<file path="config.mk">
export PLATFORM = sky130hd
export DESIGN_NAME = itch_frame_assembler
export DESIGN_NICKNAME = d
export VERILOG_FILES = /design/src/rtl/itch_frame_assembler.sv
export SDC_FILE = /design/constraint.sdc
export NUM_CORES = 1
export LEC_CHECK = 0
export CORE_MARGIN = 4
export CORE_UTILIZATION = 38
export DETAILED_ROUTE_END_ITERATION = 8
export PLACE_DENSITY_LB_ADDON = 0.08
export SYNTH_ARGS = -nofsm -noshare
export SYNTH_HDL_FRONTEND = slang
export SYNTH_SLANG_ARGS = --single-unit
</file>
<file path="constraint.sdc">
create_clock -name clk -period 3.3 [get_ports clk]
set_input_delay 0.495 -clock clk [delete_from_list [all_inputs] [get_ports clk]]
set_output_delay 0.495 -clock clk [all_outputs]
set_load 0.05 [all_outputs]
</file>
<file path="src/rtl/itch_frame_assembler.sv">
// ITCH byte-stream framer: packs 9-byte frames (type + 8 payload bytes)
// into 64-bit words, buffered in a small FIFO with valid/ready output.
module itch_frame_assembler #(
    parameter int DATA_WIDTH = 64,
    parameter int FIFO_DEPTH = 4,
    parameter int CNT_WIDTH  = 32
) (
    input  logic                          clk,
    input  logic                          rst,
    input  logic                          in_valid,
    input  logic [7:0]                    in_data,
    input  logic                          in_sop,
    input  logic                          in_eop,
    output logic                          in_ready,
    output logic                          out_valid,
    output logic [DATA_WIDTH-1:0]         out_data,
    output logic [7:0]                    out_type,
    input  logic                          out_ready,
    output logic [CNT_WIDTH-1:0]          frames_ok,
    output logic [CNT_WIDTH-1:0]          frames_dropped,
    output logic [$clog2(FIFO_DEPTH):0]   fifo_level
);

    localparam int PTR_W = $clog2(FIFO_DEPTH);
    localparam int LVL_W = PTR_W + 1;

    typedef enum logic [1:0] {
        IDLE,
        COLLECT,
        DISCARD
    } state_t;

    state_t                state, state_nxt;
    logic [3:0]            byte_cnt, cnt_nxt;
    logic [7:0]            type_q, type_nxt;
    logic [DATA_WIDTH-1:0] payload_q, payload_nxt;
    logic                  push;
    logic                  ok_inc;
    logic [1:0]            drop_inc;
    logic                  accept;
    logic                  pop;

    logic [DATA_WIDTH+7:0] mem [FIFO_DEPTH];
    logic [PTR_W-1:0]      wr_ptr, rd_ptr;
    logic [LVL_W-1:0]      level;
    logic [CNT_WIDTH:0]    drop_sum;

    assign in_ready   = (level != LVL_W'(FIFO_DEPTH));
    assign accept     = in_valid && in_ready;
    assign out_valid  = (level != '0);
    assign pop        = out_valid && out_ready;
    assign fifo_level = level;
    assign {out_type, out_data} = out_valid ? mem[rd_ptr] : '0;

    always_comb begin
        state_nxt   = state;
        cnt_nxt     = byte_cnt;
        type_nxt    = type_q;
        payload_nxt = payload_q;
        push        = 1'b0;
        ok_inc      = 1'b0;
        drop_inc    = 2'd0;
        if (accept) begin
            unique case (state)
                IDLE: begin
                    if (in_sop) begin
                        type_nxt = in_data;
                        cnt_nxt  = 4'd1;
                        if (in_eop) drop_inc = 2'd1;
                        else        state_nxt = COLLECT;
                    end
                end
                COLLECT: begin
                    if (in_sop) begin
                        // abort the old frame; a sop+eop byte is also a short frame
                        type_nxt = in_data;
                        cnt_nxt  = 4'd1;
                        drop_inc = in_eop ? 2'd2 : 2'd1;
                        if (in_eop) state_nxt = IDLE;
                    end else begin
                        payload_nxt = {payload_q[DATA_WIDTH-9:0], in_data};
                        cnt_nxt     = byte_cnt + 4'd1;
                        if (byte_cnt == 4'd8) begin
                            cnt_nxt = 4'd0;
                            if (in_eop) begin
                                push      = 1'b1;
                                ok_inc    = 1'b1;
                                state_nxt = IDLE;
                            end else begin
                                drop_inc  = 2'd1;
                                state_nxt = DISCARD;
                            end
                        end else if (in_eop) begin
                            cnt_nxt   = 4'd0;
                            drop_inc  = 2'd1;
                            state_nxt = IDLE;
                        end
                    end
                end
                DISCARD: begin
                    if (in_eop) begin
                        cnt_nxt   = 4'd0;
                        state_nxt = IDLE;
                    end else if (in_sop) begin
                        type_nxt  = in_data;
                        cnt_nxt   = 4'd1;
                        state_nxt = COLLECT;
                    end
                end
                default: state_nxt = IDLE;
            endcase
        end
    end

    always_ff @(posedge clk) begin
        if (rst) begin
            state     <= IDLE;
            byte_cnt  <= 4'd0;
            type_q    <= 8'd0;
            payload_q <= '0;
        end else begin
            state     <= state_nxt;
            byte_cnt  <= cnt_nxt;
            type_q    <= type_nxt;
            payload_q <= payload_nxt;
        end
    end

    always_ff @(posedge clk) begin
        if (push) mem[wr_ptr] <= {type_q, payload_nxt};
    end

    always_ff @(posedge clk) begin
        if (rst) begin
            wr_ptr <= '0;
            rd_ptr <= '0;
            level  <= '0;
        end else begin
            if (push) wr_ptr <= wr_ptr + PTR_W'(1);
            if (pop)  rd_ptr <= rd_ptr + PTR_W'(1);
            unique case ({push, pop})
                2'b10:   level <= level + LVL_W'(1);
                2'b01:   level <= level - LVL_W'(1);
                default: level <= level;
            endcase
        end
    end

    assign drop_sum = {1'b0, frames_dropped} + (CNT_WIDTH+1)'(drop_inc);

    // both counters stick at all-ones
    always_ff @(posedge clk) begin
        if (rst) begin
            frames_ok      <= '0;
            frames_dropped <= '0;
        end else begin
            if (ok_inc && (frames_ok != '1))
                frames_ok <= frames_ok + CNT_WIDTH'(1);
            if (drop_sum[CNT_WIDTH])
                frames_dropped <= '1;
            else
                frames_dropped <= drop_sum[CNT_WIDTH-1:0];
        end
    end

endmodule

</file>
==> impl_metrics.json, run 1 <==
{
  "outcome": "complete, no violations",
  "place_ws_ps": -151,
  "fin_util_pct": 48.0,
  "worst_pin_slew_ps": 700,
  "r2r-start": "byte_cnt[0]",
  "clock_path_buffers": 3,
  "synth_cells": 1165,
  "synth_common_cells": "edfxtp_1, dfxtp_1, and2_1",
  "via_count": 10200,
  "start_util_pct": 38.6,
  "gp_congestion": 0.764,
  "drt_first_iter_violations": 540,
  "h-tree-depth": 2,
  "ys_seq_area_share_pct": 66.3,
  "reg2reg_slack_ps": 170,
  "syn_area_per_cell_um2": 15.1,
  "routed_wl_um": 39900,
  "grtUsageTotal_pct": 15.8,
  "end_kind": "output port",
  "fin_skew_ps": 12.5,
  "area_growth_pct": 24.2,
  "fmax_mhz": 318,
  "synth.most_common_cell": "edfxtp_1",
  "tritoncts": "done",
  "gr-total-overflow": 0,
  "ys_ff_latch": 439,
  "vias_per_cell": 5.10,
  "synth-main-ff-cell": "edfxtp_1",
  "setup_viol": 0,
  "diodes": 0,
  "worstPathArrival_ps": 2650,
  "synth.largest_area_cell": "edfxtp_1",
  "worstSkewPairLatency_ps": 580,
  "final_nets": 1394,
  "holdWs_ps": 409,
  "cts_sinks": 439,
  "dr.pass1.iters": 4,
  "worst_slack_ps": 160,
  "wl_per_cell_um": 19.9,
  "worstPathMaxFanout": 16,
  "cp-start-kind": "flop",
  "critPathRequiredTime_ps": 2800,
  "rr_endpoint": "frames_dropped[28]",
  "rows": 78,
  "leakage_nw": 7.68,
  "ir_worst_vdd_mv": 0.397,
  "synth.distinct_cells": 50,
  "cap_violations": 0,
  "synth_top_area_share_pct": 49.2,
  "max_slew_margin_pct": 53.3,
  "yosys-top-cells-area": "edfxtp_1, dfxtp_1, mux4_2",
  "powerDensity_nw_per_um2": 526,
  "cts.clk_slew.worst_paths_ps": 60,
  "drc_errors": 0,
  "ios": 155,
  "cts_buffers": 47,
  "hold_violations": 0,
  "ant_nets": 0,
  "grt_pass1_wl_um": 62200,
  "syn-cell-area_um2": 17600,
  "period_needed_ps": 3140,
  "crit_end": "out_data[17]",
  "root_buffer": "clkbuf_16",
  "slew_viol_final": 0,
  "fp.dieW_um": 223,
  "die-area_um2": 49800,
  "rsz0062_at_grt": "yes",
  "place_hpwl_um": 24300,
  "syn_nets": 1196,
  "grt_max_degree": 58,
  "synth_edf_count": 288,
  "fin_crit_sh_pct": 95.2,
  "drive_above_1_share_pct": 24.3,
  "grt_pass1_vias": 10600,
  "antenna_found_initial": 0,
  "io_buffers": 154,
  "die_y_um": 223,
  "fp.coreArea_um2": 45600,
  "ys_warn_count": 0,
  "path_class": "reg -> out",
  "ff2ff_path_depth": 17,
  "synthArstFlopShare_pct": 0,
  "hold_class": "in -> reg"
}
metrics by stage:
step / cells / TNS (ps) / power (mW) / instance area (um^2)
5_1_grt: 2001 / -196 / 11.9 / 21900
6_report: 2001 / 0 / 11.5 / 21900
4_1_cts: 1999 / 0 / 11.7 / 21800
3_3_place_gp: 1912 / -2430 / 6.06 / 20200
2_1_floorplan: 1165 / 0 / 6.00 / 17600
3_5_place_dp: 1912 / -2010 / 6.06 / 20200
final cells by class:
class / instances / area [um^2]
Clock inverter: 28 / 384
Inverter: 24 / 90.1
Clock buffer: 59 / 1250
Multi-Input combinational cell: 644 / 5700
Sequential cell: 439 / 11700
Tap cell: 600 / 751
Timing Repair Buffer: 207 / 2000
Fill cell: 4021 / 23700
registers in the layout, indices dropped and copies added, names as in the netlist, named ones only:
register	cells
frames_ok	32
payload_q	64
rd_ptr	2
fifo_level	3
byte_cnt	4
type_q	8
mem	288
frames_dropped	32
wr_ptr	2
state	2
logic make-up after synthesis:
group                    after synthesis  share of synthesized area, %
AND/OR/NAND/NOR                      333                          11.0
flip-flops                           439                          66.3
buffers and inverters                 82                          1.80
XOR/XNOR                              34                          1.69
multiplexers                         149                          14.1
adder cells (fa/ha/maj)               17                          1.29
AO/OA/AOI/OAI                        111                          3.75
what timing repair did:
action,4_1_cts,5_1_grt
resized for setup,19,15
buffers inserted,0,2
setup endpoints to repair,32,34
hold buffers,0,0
pin swaps,0,8
cloned,0,0
where the power goes:
| part | switching, mW | internal, mW |
|---|---|---|
| Sequential | 0.00905 | 5.80 |
| Clock | 2.15 | 3.40 |
| Combinational | 0.0842 | 0.0533 |
worst max-delay path, stage by stage, from the launching register on:
cell	delay, ps
dfxtp_4	570
mux4_2	560
and2_1	210
clkdlybuf4s50_1	710
layout by cell type, fill, tap and decap left out, types with 5 or more instances in the layout:
cell type / n
inv_1: 21
nand3_1: 19
clkbuf_1: 9
nand2_1: 24
nor4_1: 8
clkbuf_16: 47
nor3_1: 9
ha_1: 12
or4_1: 7
mux2i_1: 9
buf_12: 15
dlygate4sd2_1: 18
dfxtp_1: 147
and2_1: 78
clkdlybuf4s50_1: 93
buf_4: 80
edfxtp_1: 288
a311oi_1: 5
clkinv_2: 10
xnor2_1: 13
bufinv_16: 9
clkinv_1: 5
a21oi_1: 58
and3_1: 10
nand4_1: 21
nor2_1: 36
o31ai_1: 5
xor2_1: 21
o21ai_0: 20
mux2_2: 68
mux4_2: 72
nor2b_1: 74
or3_1: 20
metal layers:
metal	part of all wire [%]	GRT usage, %
met1	45	21.0
met2	48	26.4
met3	4.5	3.92
met4	1.9	3.66
met5	0	0
how the worst min path moves through the flow:
stage,to,cells after the start,startpoint
2_1_floorplan,mem[0][64],0,type_q[0]
3_3_place_gp,frames_ok[27],2,frames_ok[27]
3_5_place_dp,frames_dropped[28],1,frames_dropped[28]
4_1_cts,frames_ok[19],2,rst
5_1_grt,frames_ok[0],2,rst
6_report,frames_ok[24],2,rst
Power figures use the tool's default switching activity.
==> inputs of run 2 (changes only) <==
--- a/config.mk
+++ b/config.mk
@@ -6,7 +6,7 @@
 export NUM_CORES = 1
 export LEC_CHECK = 0
 export CORE_MARGIN = 4
-export CORE_UTILIZATION = 38
+export CORE_UTILIZATION = 52
 export DETAILED_ROUTE_END_ITERATION = 8
 export PLACE_DENSITY_LB_ADDON = 0.08
 export SYNTH_ARGS = -nofsm -noshare
==> run 2 against run 1 <==
Compared with the run above: sequential power about the same; sequential cell count unchanged; via count down 0.52%; fmax down 1.4%; final cell count down 7.7%; design area down 0.22%.
==> impl_metrics.json, run 2 (same netlist as run 1, synthesis figures left out) <==
{
  "p_comb_share_pct": 1.2,
  "rsz0062_at_grt": "yes",
  "max_stage_delay_ps": 700,
  "top_register": "mem",
  "outcome": "complete, no violations",
  "crit_chain": "or3_2 -> buf_4 -> and2_1 -> clkdlybuf4s50_1",
  "worstPathArrival_ps": 2690,
  "cp-start-kind": "flop",
  "ff2ff_path_depth": 17,
  "io_buffers": 154,
  "fillCellCount": 2417,
  "leakage_nw": 8.15,
  "worstSkewPairLatency_ps": 530,
  "start_util_pct": 52.6,
  "vias_per_cell": 5.50,
  "fp.coreArea_um2": 33400,
  "cell_internal_pwr_mw": 8.91,
  "ios": 155,
  "via_count": 10100,
  "slew_viol_final": 0,
  "grt_pass1_wl_um": 57900,
  "grt_max_degree": 67,
  "drc_errors": 0,
  "clock_path_buffers": 3,
  "reg2reg_slack_ps": 130,
  "gp_congestion": 0.809,
  "ant_nets": 0,
  "cap_violations": 0,
  "fmax_mhz": 314,
  "ir_worst_vdd_mv": 0.355,
  "cts_hold_buffers": 0,
  "total_power_mw": 11.0,
  "holdWs_ps": 377,
  "die-area_um2": 36800,
  "wl_per_cell_um": 19.7,
  "largestRegisters": "mem: 288 flops, payload_q: 64 flops",
  "max_slew_margin_pct": 54.2,
  "final_common_cell": "edfxtp_1",
  "root_buffer": "clkbuf_16",
  "place_hpwl_um": 22600,
  "area_growth_pct": 24.0,
  "clkPwrFrac_pct": 46.1,
  "hold_depth": 2,
  "switching_share_pct": 19.2,
  "fp.dieW_um": 192,
  "fin_crit_sh_pct": 96.5,
  "p_sw_mw": 2.11,
  "hold_class": "in -> reg",
  "dr.pass1.iters": 4,
  "stdcell_area_um2": 21800,
  "dpl_cell_area_um2": 20100,
  "grt_pass1_vias": 10500,
  "end_kind": "output port",
  "hold_violations": 0,
  "finalSetupTns_ps": 0,
  "final_nets": 1393,
  "period_needed_ps": 3180,
  "h-tree-depth": 2,
  "worstPathMaxFanout": 42,
  "powerDensity_nw_per_um2": 506,
  "layout_common_cells": "edfxtp_1, dfxtp_1, clkdlybuf4s50_1, and2_1, nor2b_1",
  "cts_sinks": 439,
  "die_y_um": 192,
  "antenna_found_initial": 2,
  "path_class": "reg -> out",
  "rows": 67,
  "drt_first_iter_violations": 425,
  "fin_skew_ps": 12.2,
  "cts_buffers": 44,
  "gr-total-overflow": 0,
  "fin_util_pct": 65.2,
  "grtUsageTotal_pct": 20.0,
  "critPathRequiredTime_ps": 2800,
  "cts.clk_slew.worst_paths_ps": 70,
  "tritoncts": "done",
  "setup_viol": 0,
  "largest_register_ffs": 288,
  "cp_slowest_cell": "clkdlybuf4s50_1",
  "drive_above_1_share_pct": 23.9,
  "routed_wl_um": 36400,
  "worst_pin_slew_ps": 685,
  "p_seq_share_pct": 52.7
}
## run 2: changes by cell type in the layout (fill, tap and decap cells not counted), sizes merged
cell / previous run / this run
clkdlybuf4s50: 93 / 85
buf: 96 / 77
inv: 26 / 27
clkinv: 16 / 10
diode: 0 / 1
bufinv: 9 / 4
clkbuf: 59 / 64
dlymetal6s2s: 0 / 29
dlygate4sd2: 18 / 17
## run 2: layout make-up
| type | instances | area (um^2) | area share [%] |
|---|---|---|---|
| Inverter | 24 | 90.1 | 0.413 |
| Clock buffer | 63 | 1290 | 5.94 |
| Antenna cell | 1 | 2.50 | 0.0115 |
| Clock inverter | 18 | 214 | 0.981 |
| Tap cell | 448 | 561 | 2.57 |
| Multi-Input combinational cell | 644 | 5750 | 26.4 |
| Sequential cell | 439 | 11700 | 53.6 |
| Timing Repair Buffer | 209 | 2210 | 10.1 |
## run 2: stage by stage
stage	instances	worst slack (ps)
3_5_place_dp	1760	-149
5_1_grt	1845	-98.8
3_3_place_gp	1760	-99.5
6_report	1846	116
4_1_cts	1841	0.929
2_1_floorplan	1165	12.3
## run 2: worst max-delay path: cells and delay by family, from the launching register on
kind                   cells  cell delay, ps
buffers and inverters      2            1010
and+or+nand+nor            2             780
DFF                        1             350
## run 2: power groups by stage
stage               combinational (mW)  sequential, mW  clock, mW
floorplan                       0.0682            5.93          0
global placement                 0.133            5.93          0
detailed placement               0.134            5.93          0
CTS                              0.135            5.81       5.20
global route                     0.150            5.81       5.45
finish                           0.137            5.81       5.08
## run 2: layer usage
layer / wire length (um) / track usage (%)
met3: 1740 / 4.03
met4: 547 / 4.36
met5: 13 / 0
met1: 16200 / 27.6
met2: 17900 / 33.3
## run 2: final timing paths
check                 from                end
max          fifo_level[0]       out_data[49]
min                    rst      payload_q[59]
max reg2reg    byte_cnt[0]  frames_dropped[7]
min reg2reg       state[0]           state[0]
## run 2: what timing repair did
item / 4_1_cts / 5_1_grt
endpoints found under the setup margin: 17 / 61
pin swaps: 0 / 13
resized for setup: 17 / 65
gates cloned: 0 / 1
setup buffers: 0 / 3
==> inputs of run 3 (changes only) <==
--- a/config.mk
+++ b/config.mk
@@ -6,7 +6,7 @@
 export NUM_CORES = 1
 export LEC_CHECK = 0
 export CORE_MARGIN = 4
-export CORE_UTILIZATION = 52
+export CORE_UTILIZATION = 57
 export DETAILED_ROUTE_END_ITERATION = 8
 export PLACE_DENSITY_LB_ADDON = 0.08
 export SYNTH_ARGS = -nofsm -noshare
==> constraint.sdc (replaced) <==
create_clock -name clk -period 3.5 [get_ports clk]
set_input_delay 0.525 -clock clk [delete_from_list [all_inputs] [get_ports clk]]
set_output_delay 0.525 -clock clk [all_outputs]
set_load 0.05 [all_outputs]
==> run 3 against run 2 <==
Compared with the run above: hold slack improved by 120 ps; first-iteration DRC count rose by 63%; clock power down 15%; clock-buffer cell count is 2 lower; final cell count decreased by 3.2%; die area decreased by 8.4%; total power shrank 10%; combinational power shrank 12%; sequential power is 5.7% lower; critical path type unchanged; critical endpoint is now out_data[26].
==> impl_metrics.json, run 3 (same netlist as run 1, synthesis figures left out) <==
{
  "start_util_pct": 57.7,
  "period_needed_ps": 3340,
  "cp_top_family": "buffers and inverters",
  "io_buffers": 154,
  "stdcell_area_um2": 21300,
  "clkPwrFrac_pct": 43.5,
  "worst_pin_slew_ps": 772,
  "end_kind": "output port",
  "tritoncts": "done",
  "top_register": "mem",
  "fp.coreArea_um2": 30500,
  "max_slew_margin_pct": 47.9,
  "cap_violations": 0,
  "root_buffer": "clkbuf_16",
  "holdWs_ps": 501,
  "ant_nets": 0,
  "drc_errors": 0,
  "hold_class": "reg -> reg",
  "hold_violations": 0,
  "clock_path_buffers": 3,
  "ir_worst_vdd_mv": 0.325,
  "cp-start-kind": "flop",
  "die-area_um2": 33700,
  "largest_register_ffs": 288,
  "path_class": "reg -> out",
  "worstPathMaxFanout": 33,
  "grt_max_degree": 65,
  "cts_buffers": 43,
  "grtUsageTotal_pct": 21.4,
  "via_count": 10200,
  "switching_share_pct": 19.6,
  "leakage_nw": 7.42,
  "largestRegisters": "mem: 288 flops, payload_q: 64 flops",
  "ios": 155,
  "h-tree-depth": 2,
  "p_comb_share_pct": 1.2,
  "routed_wl_um": 36000,
  "worstSkewPairLatency_ps": 540,
  "crit_chain": "buf_12 -> mux4_2 -> and2_1 -> clkdlybuf4s50_1",
  "max_stage_delay_ps": 700,
  "rows": 64,
  "grt_pass1_vias": 10400,
  "setup_viol": 0,
  "layout_common_cells": "edfxtp_1, dfxtp_1, clkdlybuf4s50_1, and2_1, nor2b_1",
  "slew_viol_final": 0,
  "worstPathArrival_ps": 2810,
  "fin_skew_ps": 22.1,
  "final_common_cell": "edfxtp_1",
  "final_nets": 1387,
  "antenna_found_initial": 1,
  "gp_congestion": 0.802,
  "fmax_mhz": 300,
  "cts_sinks": 439,
  "wl_per_cell_um": 20.1,
  "diodes": 0,
  "powerDensity_nw_per_um2": 465,
  "cell_internal_pwr_mw": 7.96,
  "p_sw_mw": 1.95,
  "place_hpwl_um": 22600,
  "p_seq_share_pct": 55.3,
  "grt_pass1_wl_um": 57200,
  "vias_per_cell": 5.70,
  "total_power_mw": 9.91,
  "die_y_um": 184,
  "cts.clk_slew.worst_paths_ps": 60,
  "dr.pass1.iters": 4,
  "finalSetupTns_ps": 0,
  "critPathRequiredTime_ps": 2970,
  "drive_above_1_share_pct": 22.2,
  "area_growth_pct": 21.2,
  "fp.dieW_um": 184,
  "critical_path_buf_inv_count": 2,
  "fin_crit_sh_pct": 95.3,
  "dpl_cell_area_um2": 19900,
  "outcome": "complete, no violations",
  "gr-total-overflow": 0,
  "cp_slowest_cell": "clkdlybuf4s50_1",
  "drt_first_iter_violations": 694
}
## run 3: metrics by stage
step                setup slack (ps)  util [%]  instances
floorplan                       8.40         -       1165
global placement                95.0      65.2       1701
detailed placement              74.8      65.2       1701
CTS                             92.5      69.5       1781
global route                   -21.7      69.9       1787
finish                           163      69.9       1787
## run 3: layout make-up
class | instances | area, um^2
Tap cell | 396 | 495
Sequential cell | 439 | 11700
Multi-Input combinational cell | 644 | 5660
Timing Repair Buffer | 204 | 2060
Clock inverter | 19 | 141
Inverter | 24 | 90.1
Clock buffer | 61 | 1180
Fill cell | 2093 | 9190
## run 3: path summary, 6_finish.rpt
check / startpoint / end / slack, ps / depth (start not counted)
hold reg to reg: state[0] / state[0] / 500 / 2
setup reg to reg: byte_cnt[1] / frames_dropped[9] / 230 / 17
setup / recovery: flop / out_data[26] / 160 / 4
hold / removal: state[0] / state[0] / 500 / 2
## run 3: power by group through the flow
| stage | registers (mW) | logic, mW | clock network, mW |
|---|---|---|---|
| CTS | 5.48 | 0.120 | 4.41 |
| floorplan | 5.59 | 0.0643 | 0 |
| global route | 5.47 | 0.130 | 4.64 |
| finish | 5.48 | 0.120 | 4.31 |
| detailed placement | 5.59 | 0.119 | 0 |
| global placement | 5.59 | 0.117 | 0 |
## run 3: what timing repair did
item | in CTS | in global routing
hold buffers | 0 | 0
resized for setup | 0 | 7
setup buffers | 0 | 4
hold endpoints to repair | 0 | 0
endpoints found under the setup margin | 0 | 31
## run 3: tightest hold or removal path, cell delays in order, from the launching register on
cell and delay, ps:
dfxtp_1 330, nand2_1 60, a21oi_1 60
## run 3: per-layer routing
layer  vias up  share of wire [%]  track usage (%)
li1       4781                  -                -
met1      5121                 44             29.7
met2       247                 49             35.8
met3        28                5.2             4.61
met4         2                1.1             3.78
met5         -              0.036                0
